--- src/rtl/cmd_uart_wrapper.sv ---
// Two-byte UART command receiver plus single-byte response transmitter (8N1, LSB first).
// cmd_rdy one cycle after the second stop-bit sample; tx_done after 10 bit periods; trmt ignored while busy.
module cmd_uart_wrapper #(
   parameter int BAUD_CYCLES = 2604
) (
   input  logic        clk,
   input  logic        RST_n,
   input  logic        RX,
   output logic        TX,
   output logic [15:0] cmd,
   output logic        cmd_rdy,
   input  logic        clr_cmd_rdy,
   input  logic [7:0]  resp,
   input  logic        trmt,
   output logic        tx_done
);

   localparam int CW = $clog2(BAUD_CYCLES + 1);
   localparam logic [CW-1:0] HALF    = CW'(BAUD_CYCLES / 2);
   localparam logic [CW-1:0] FULL_M1 = CW'(BAUD_CYCLES - 1);

   typedef enum logic {RX_IDLE, RX_RECV} rx_state_t;
   typedef enum logic {W_HIGH, W_LOW} wr_state_t;
   typedef enum logic {TX_IDLE, TX_XMIT} tx_state_t;

   rx_state_t       rx_state_q;
   logic            rx_meta_q, rx_sync_q, rx_prev_q;
   logic [CW-1:0]   rx_cnt_q;
   logic [3:0]      rx_bit_q;
   logic [7:0]      rx_shift_q;
   logic            rx_rdy_q;
   logic            start_det;

   wr_state_t       wr_state_q;
   logic [15:0]     cmd_q;
   logic            cmd_rdy_q;

   tx_state_t       tx_state_q;
   logic [9:0]      tx_shift_q;
   logic [CW-1:0]   tx_cnt_q;
   logic [3:0]      tx_bit_q;
   logic            tx_done_q;

   assign start_det = (rx_state_q == RX_IDLE) && rx_prev_q && !rx_sync_q;

   // Receiver: bit 0 is the start bit, 1..8 data, 9 stop.
   always_ff @(posedge clk or negedge RST_n) begin
      if (!RST_n) begin
         rx_meta_q  <= 1'b1;
         rx_sync_q  <= 1'b1;
         rx_prev_q  <= 1'b1;
         rx_state_q <= RX_IDLE;
         rx_cnt_q   <= '0;
         rx_bit_q   <= '0;
         rx_shift_q <= '0;
         rx_rdy_q   <= 1'b0;
      end else begin
         rx_meta_q <= RX;
         rx_sync_q <= rx_meta_q;
         rx_prev_q <= rx_sync_q;
         rx_rdy_q  <= 1'b0;
         case (rx_state_q)
            RX_IDLE: begin
               if (start_det) begin
                  rx_cnt_q   <= HALF;
                  rx_bit_q   <= '0;
                  rx_state_q <= RX_RECV;
               end
            end
            default: begin
               if (rx_cnt_q != '0) begin
                  rx_cnt_q <= rx_cnt_q - CW'(1);
               end else begin
                  rx_cnt_q <= FULL_M1;
                  rx_bit_q <= rx_bit_q + 4'd1;
                  if (rx_bit_q == 4'd0) begin
                     if (rx_sync_q) rx_state_q <= RX_IDLE;
                  end else if (rx_bit_q == 4'd9) begin
                     rx_state_q <= RX_IDLE;
                     if (rx_sync_q) rx_rdy_q <= 1'b1;
                  end else begin
                     rx_shift_q <= {rx_sync_q, rx_shift_q[7:1]};
                  end
               end
            end
         endcase
      end
   end

   // Byte assembler; a completing second byte beats a simultaneous clear.
   always_ff @(posedge clk or negedge RST_n) begin
      if (!RST_n) begin
         wr_state_q <= W_HIGH;
         cmd_q      <= '0;
         cmd_rdy_q  <= 1'b0;
      end else begin
         if (rx_rdy_q) begin
            if (wr_state_q == W_HIGH) begin
               cmd_q[15:8] <= rx_shift_q;
               wr_state_q  <= W_LOW;
            end else begin
               cmd_q[7:0]  <= rx_shift_q;
               wr_state_q  <= W_HIGH;
            end
         end
         if (rx_rdy_q && wr_state_q == W_LOW)
            cmd_rdy_q <= 1'b1;
         else if (clr_cmd_rdy || (start_det && wr_state_q == W_HIGH))
            cmd_rdy_q <= 1'b0;
      end
   end

   always_ff @(posedge clk or negedge RST_n) begin
      if (!RST_n) begin
         tx_state_q <= TX_IDLE;
         tx_shift_q <= '1;
         tx_cnt_q   <= '0;
         tx_bit_q   <= '0;
         tx_done_q  <= 1'b0;
      end else begin
         case (tx_state_q)
            TX_IDLE: begin
               if (trmt) begin
                  tx_shift_q <= {1'b1, resp, 1'b0};
                  tx_done_q  <= 1'b0;
                  tx_cnt_q   <= '0;
                  tx_bit_q   <= '0;
                  tx_state_q <= TX_XMIT;
               end
            end
            default: begin
               if (tx_cnt_q == FULL_M1) begin
                  tx_cnt_q   <= '0;
                  tx_shift_q <= {1'b1, tx_shift_q[9:1]};
                  if (tx_bit_q == 4'd9) begin
                     tx_bit_q   <= '0;
                     tx_done_q  <= 1'b1;
                     tx_state_q <= TX_IDLE;
                  end else begin
                     tx_bit_q <= tx_bit_q + 4'd1;
                  end
               end else begin
                  tx_cnt_q <= tx_cnt_q + CW'(1);
               end
            end
         endcase
      end
   end

   assign TX      = tx_shift_q[0];
   assign cmd     = cmd_q;
   assign cmd_rdy = cmd_rdy_q;
   assign tx_done = tx_done_q;

endmodule
--- config.mk ---
export PLATFORM = sky130hd
export DESIGN_NAME = cmd_uart_wrapper
export DESIGN_NICKNAME = d
export VERILOG_FILES = /design/src/rtl/cmd_uart_wrapper.sv
export SDC_FILE = /design/constraint.sdc
export NUM_CORES = 1
export LEC_CHECK = 0
export BUFFER_PORTS_ARGS = -buffer_cell sky130_fd_sc_hd__buf_2
export CORE_MARGIN = 2
export CORE_UTILIZATION = 30
export DETAILED_ROUTE_END_ITERATION = 10
export SLEW_MARGIN = 0
export SYNTH_ARGS = -nofsm -noshare
export SYNTH_HDL_FRONTEND = slang
export SYNTH_SLANG_ARGS = --single-unit
--- constraint.sdc ---
create_clock -name clk -period 1.7 [get_ports clk]
set_input_delay 0.255 -clock clk [delete_from_list [all_inputs] [get_ports clk]]
set_output_delay 0.255 -clock clk [all_outputs]
set_load 0.02 [all_outputs]
==> results.toml <==
[clocking]
clk_path_buf_depth = 2
cts_tree = "built"
cts.clk_slew.worst_paths_ns = 0.06
cts_sinks = 74
cts_max_level = 3
cts_made_buffers = 9
insertion_delay_ns = 0.33
root_buffer = "clkbuf_16"

[synthesis]
synthCells = 344
synth_mux_area_share_pct = 8.653
synth-adder-area-share_pct = 2.791
synth-simple-area-share_pct = 18.35
synth_xor_area_share_pct = 1.710
synth.avg_cell_area_sq_um = 10.42
synth_cell_types = 52
synth_area_leaders = "dfrtp_1 (43%), dfstp_2 (8.8%), mux2_2 (7.5%), nand2_1 (3.7%), o21ai_0 (3.2%)"
synth_top_area_share_pct = 43.27
synth_largest_area_cell = "dfrtp_1"
async_flop_share_pct = 100.0
yosys_warnings = 0
synth_fp_nets = 365
synth_ff_type = "dfrtp_1"
syn_area_sq_um = 3586
synth_top_family_by_area = "simple AND/OR/NAND/NOR gates"
synth-seq-cells = 74
synth-edff-count = 0
synth_compound_area_share_pct = 13.40
seq_area_frac_synth_pct = 52.06

[floorplan]
die_area_sq_um = 12840
initial_core_util_pct = 31.01
rows = 39
ios = 32
core_area_sq_um = 11560
dieHeight_microns = 113.3
die_width_microns = 113.3

[route]
routed-via-count = 2826
via_per_inst = 5.055
ant_nets = 0
drtPass1Iterations = 4
drtIter0Drc = 116
drc = 0
wl_microns = 7859
detail_route.wl_per_cell_microns = 14.06

[sta]
finalCritPeriodShare_pct = 98.65
rsz0062_at_grt = "true"
hold_slack_ns = 0.03521
finalSetupViolCount = 0
slew_headroom_pct = 67.93
fin_crit_ns = 1.677
worstMarginPinSlew_ns = 0.4792
slew_violations = 0
fmax_ghz = 0.5963
skew_ns = 0.004951
hold_viol = 0

[critical_path]
critPathLaunchType = "flip-flop"
cp.required_ns = 1.91
rr_worst_depth = 4
worst_setup_path_end_kind = "flip-flop"
r2r_end = "rx_shift_q[2]"
crit_arrival_ns = 1.89
worstPathMaxFanout = 8
path_class = "flip-flop to flip-flop"
r2r_slack_ns = 0.02
reg2reg_from = "rx_cnt_q[4]"

[run_status]
outcome = "finished, final reports clean"

[finish]
final_nets = 432
final_cell_area_sq_um = 4523
seqCellArea_sq_um = 1867
drive_above_1_share_pct = 31.73
fillers = 1135
finalNonFillerCells = 559
n_antenna_cell = 0
multi_input_area_sq_um = 1653
syn_to_final_growth_pct = 26.13

[power]
pwr-share-comb_pct = 19.4
total_power_uw = 4988
leakage_uw = 0.002100
p_sw_uw = 1410
p_seq_share_pct = 42.3
clockPowerShare_pct = 38.3
p_per_area_nw_per_um2 = 1103
p_sw_share_pct = 28.28
ir_drop_mv = 0.5370
intPower_uw = 3577

[placement]
portBuffers = 31
placed_area_sq_um = 4158
placed_cells = 540
post-dp-hpwl_microns = 5610
place.gp.congestion = 0.8212

[worst_hold_path]
holdPathEnd = "rx_meta_q"
hold_class = "input pin to flip-flop"
hold_start = "RX"
whs_path_depth = 1

[grt]
grt_start_max_net_pins = 35
grt_pass1_wl_microns = 13940
antenna_found_initial = 0
gr-total-overflow = 0
first_global_vias = 2937
grt_usage_pct = 13.22

[flow_run]
drv_cap = 0
-- worst max-delay path, stage by stage, from the launching register on --
cell	delay [ns]
dfrtp_1	0.40
nor4_4	0.35
nand4_4	0.16
nor2_4	0.28
mux2_2	0.37
-- metal layers --
layer,GRT usage (%),part of all wire [%]
met2,22.08,49
met5,0,0
met3,4.017,3.5
met1,16.50,46
met4,4.065,1.3
-- final cells by class --
type	count	share of cell area [%]
sequential	74	41.27
multi-input combinational	242	36.54
timing repair buffer	69	10.40
clock buffer	12	5.450
tap	143	3.956
inverter	15	1.245
clock inverter	4	1.134
-- power by group through the flow --
| stage | Clock (uW) | Sequential [uW] | Combinational, uW |
|---|---|---|---|
| 5_1_grt | 2030 | 2130 | 1090 |
| 4_1_cts | 1950 | 2100 | 893 |
| 3_5_place_dp | 0 | 2130 | 886 |
| 3_3_place_gp | 0 | 2120 | 847 |
| 2_1_floorplan | 0 | 2130 | 492 |
| 6_report | 1910 | 2110 | 969 |
-- per-stage QoR --
step                      setup slack (ns)  utilization, %  TNS (ns)
after floorplan                   -0.04206               -   -0.3365
after global placement             0.08018           35.95         0
after detailed placement           0.03514           35.95         0
after CTS                          0.01929           38.61         0
after global routing              -0.07577           39.11   -0.6338
final                              0.02287           39.11         0
-- sequential cells by signal (all words and copies together), names as in the netlist, 4 cells and up --
signal	count
rx_bit_q	4
cmd	16
tx_cnt_q	12
tx_shift_q	9
rx_shift_q	8
rx_cnt_q	12
tx_bit_q	4
-- synthesized netlist by cell type (3+ instances only) --
library cell   n
ha_1           8
inv_1         14
clkbuf_1       9
a211oi_1       6
a21oi_1       21
dfstp_2       12
nor3_1         8
nor2_1        15
nand4_1        8
nand2_1       35
buf_2          3
nand3_1       19
mux2_2        24
xor2_1         5
o21ai_0       23
a31oi_1       11
and3_1         3
nor2b_1        8
a22o_1         3
dfrtp_1       62
or3_1          5
o31ai_1        4
mux2i_1        4
-- cell families after synthesis --
kind of cell,Yosys count
buffers and inverters,28
AOI/OAI and AO/OA,79
and+or+nand+nor,120
muxes,28
adders and majority gates,8
xor gates and xnor gates,7
DFF,74
-- worst max path at each step --
stage	start	end	slack (ns)	cells after the start
global placement	rx_cnt_q[1]	rx_shift_q[0]	0.08	6
global route	rx_cnt_q[4]	rx_cnt_q[10]	-0.08	5
finish	rx_cnt_q[4]	rx_shift_q[2]	0.02	4
floorplan	rx_cnt_q[5]	rx_shift_q[0]	-0.04	4
detailed placement	rx_cnt_q[1]	rx_cnt_q[10]	0.04	6
CTS	rx_cnt_q[1]	rx_cnt_q[10]	0.02	6
-- cells in the final DEF, fill, tap and decap left out, types with 2 or more instances in the layout --
| cell | synthesis | layout |
|---|---|---|
| dfrtp_1 | 62 | 62 |
| buf_4 | 0 | 36 |
| nand2_1 | 35 | 35 |
| buf_2 | 3 | 30 |
| mux2_2 | 24 | 22 |
| a21oi_1 | 21 | 21 |
| nand3_1 | 19 | 19 |
| o21ai_0 | 23 | 17 |
| nor2_1 | 15 | 15 |
| inv_1 | 14 | 13 |
| dfstp_2 | 12 | 12 |
| a31oi_1 | 11 | 10 |
| clkbuf_16 | 0 | 9 |
| nor2b_1 | 8 | 8 |
| nand4_1 | 8 | 8 |
| ha_1 | 8 | 8 |
| nor3_1 | 8 | 7 |
| o21ai_1 | 1 | 7 |
| a211oi_1 | 6 | 6 |
| xor2_1 | 5 | 5 |
| or3_1 | 5 | 5 |
| mux2i_1 | 4 | 4 |
| o31ai_1 | 4 | 4 |
| and3_1 | 3 | 3 |
| a22o_1 | 3 | 3 |
| nand2b_1 | 2 | 2 |
| or4_1 | 2 | 2 |
| xnor2_1 | 2 | 2 |
| o211ai_1 | 2 | 2 |
| a211o_1 | 2 | 2 |
| mux2_4 | 0 | 2 |
| clkbuf_1 | 9 | 2 |
| buf_12 | 0 | 2 |
-- timing repair --
| action | in CTS | in global routing |
|---|---|---|
| gates resized for setup | 0 | 17 |
| hold buffers | 1 | 0 |
| endpoints found under the setup margin | 0 | 17 |
| buffers inserted | 0 | 2 |
| endpoints found under the hold margin | 16 | 0 |
Note: power is estimated with default switching activity, not from simulation.
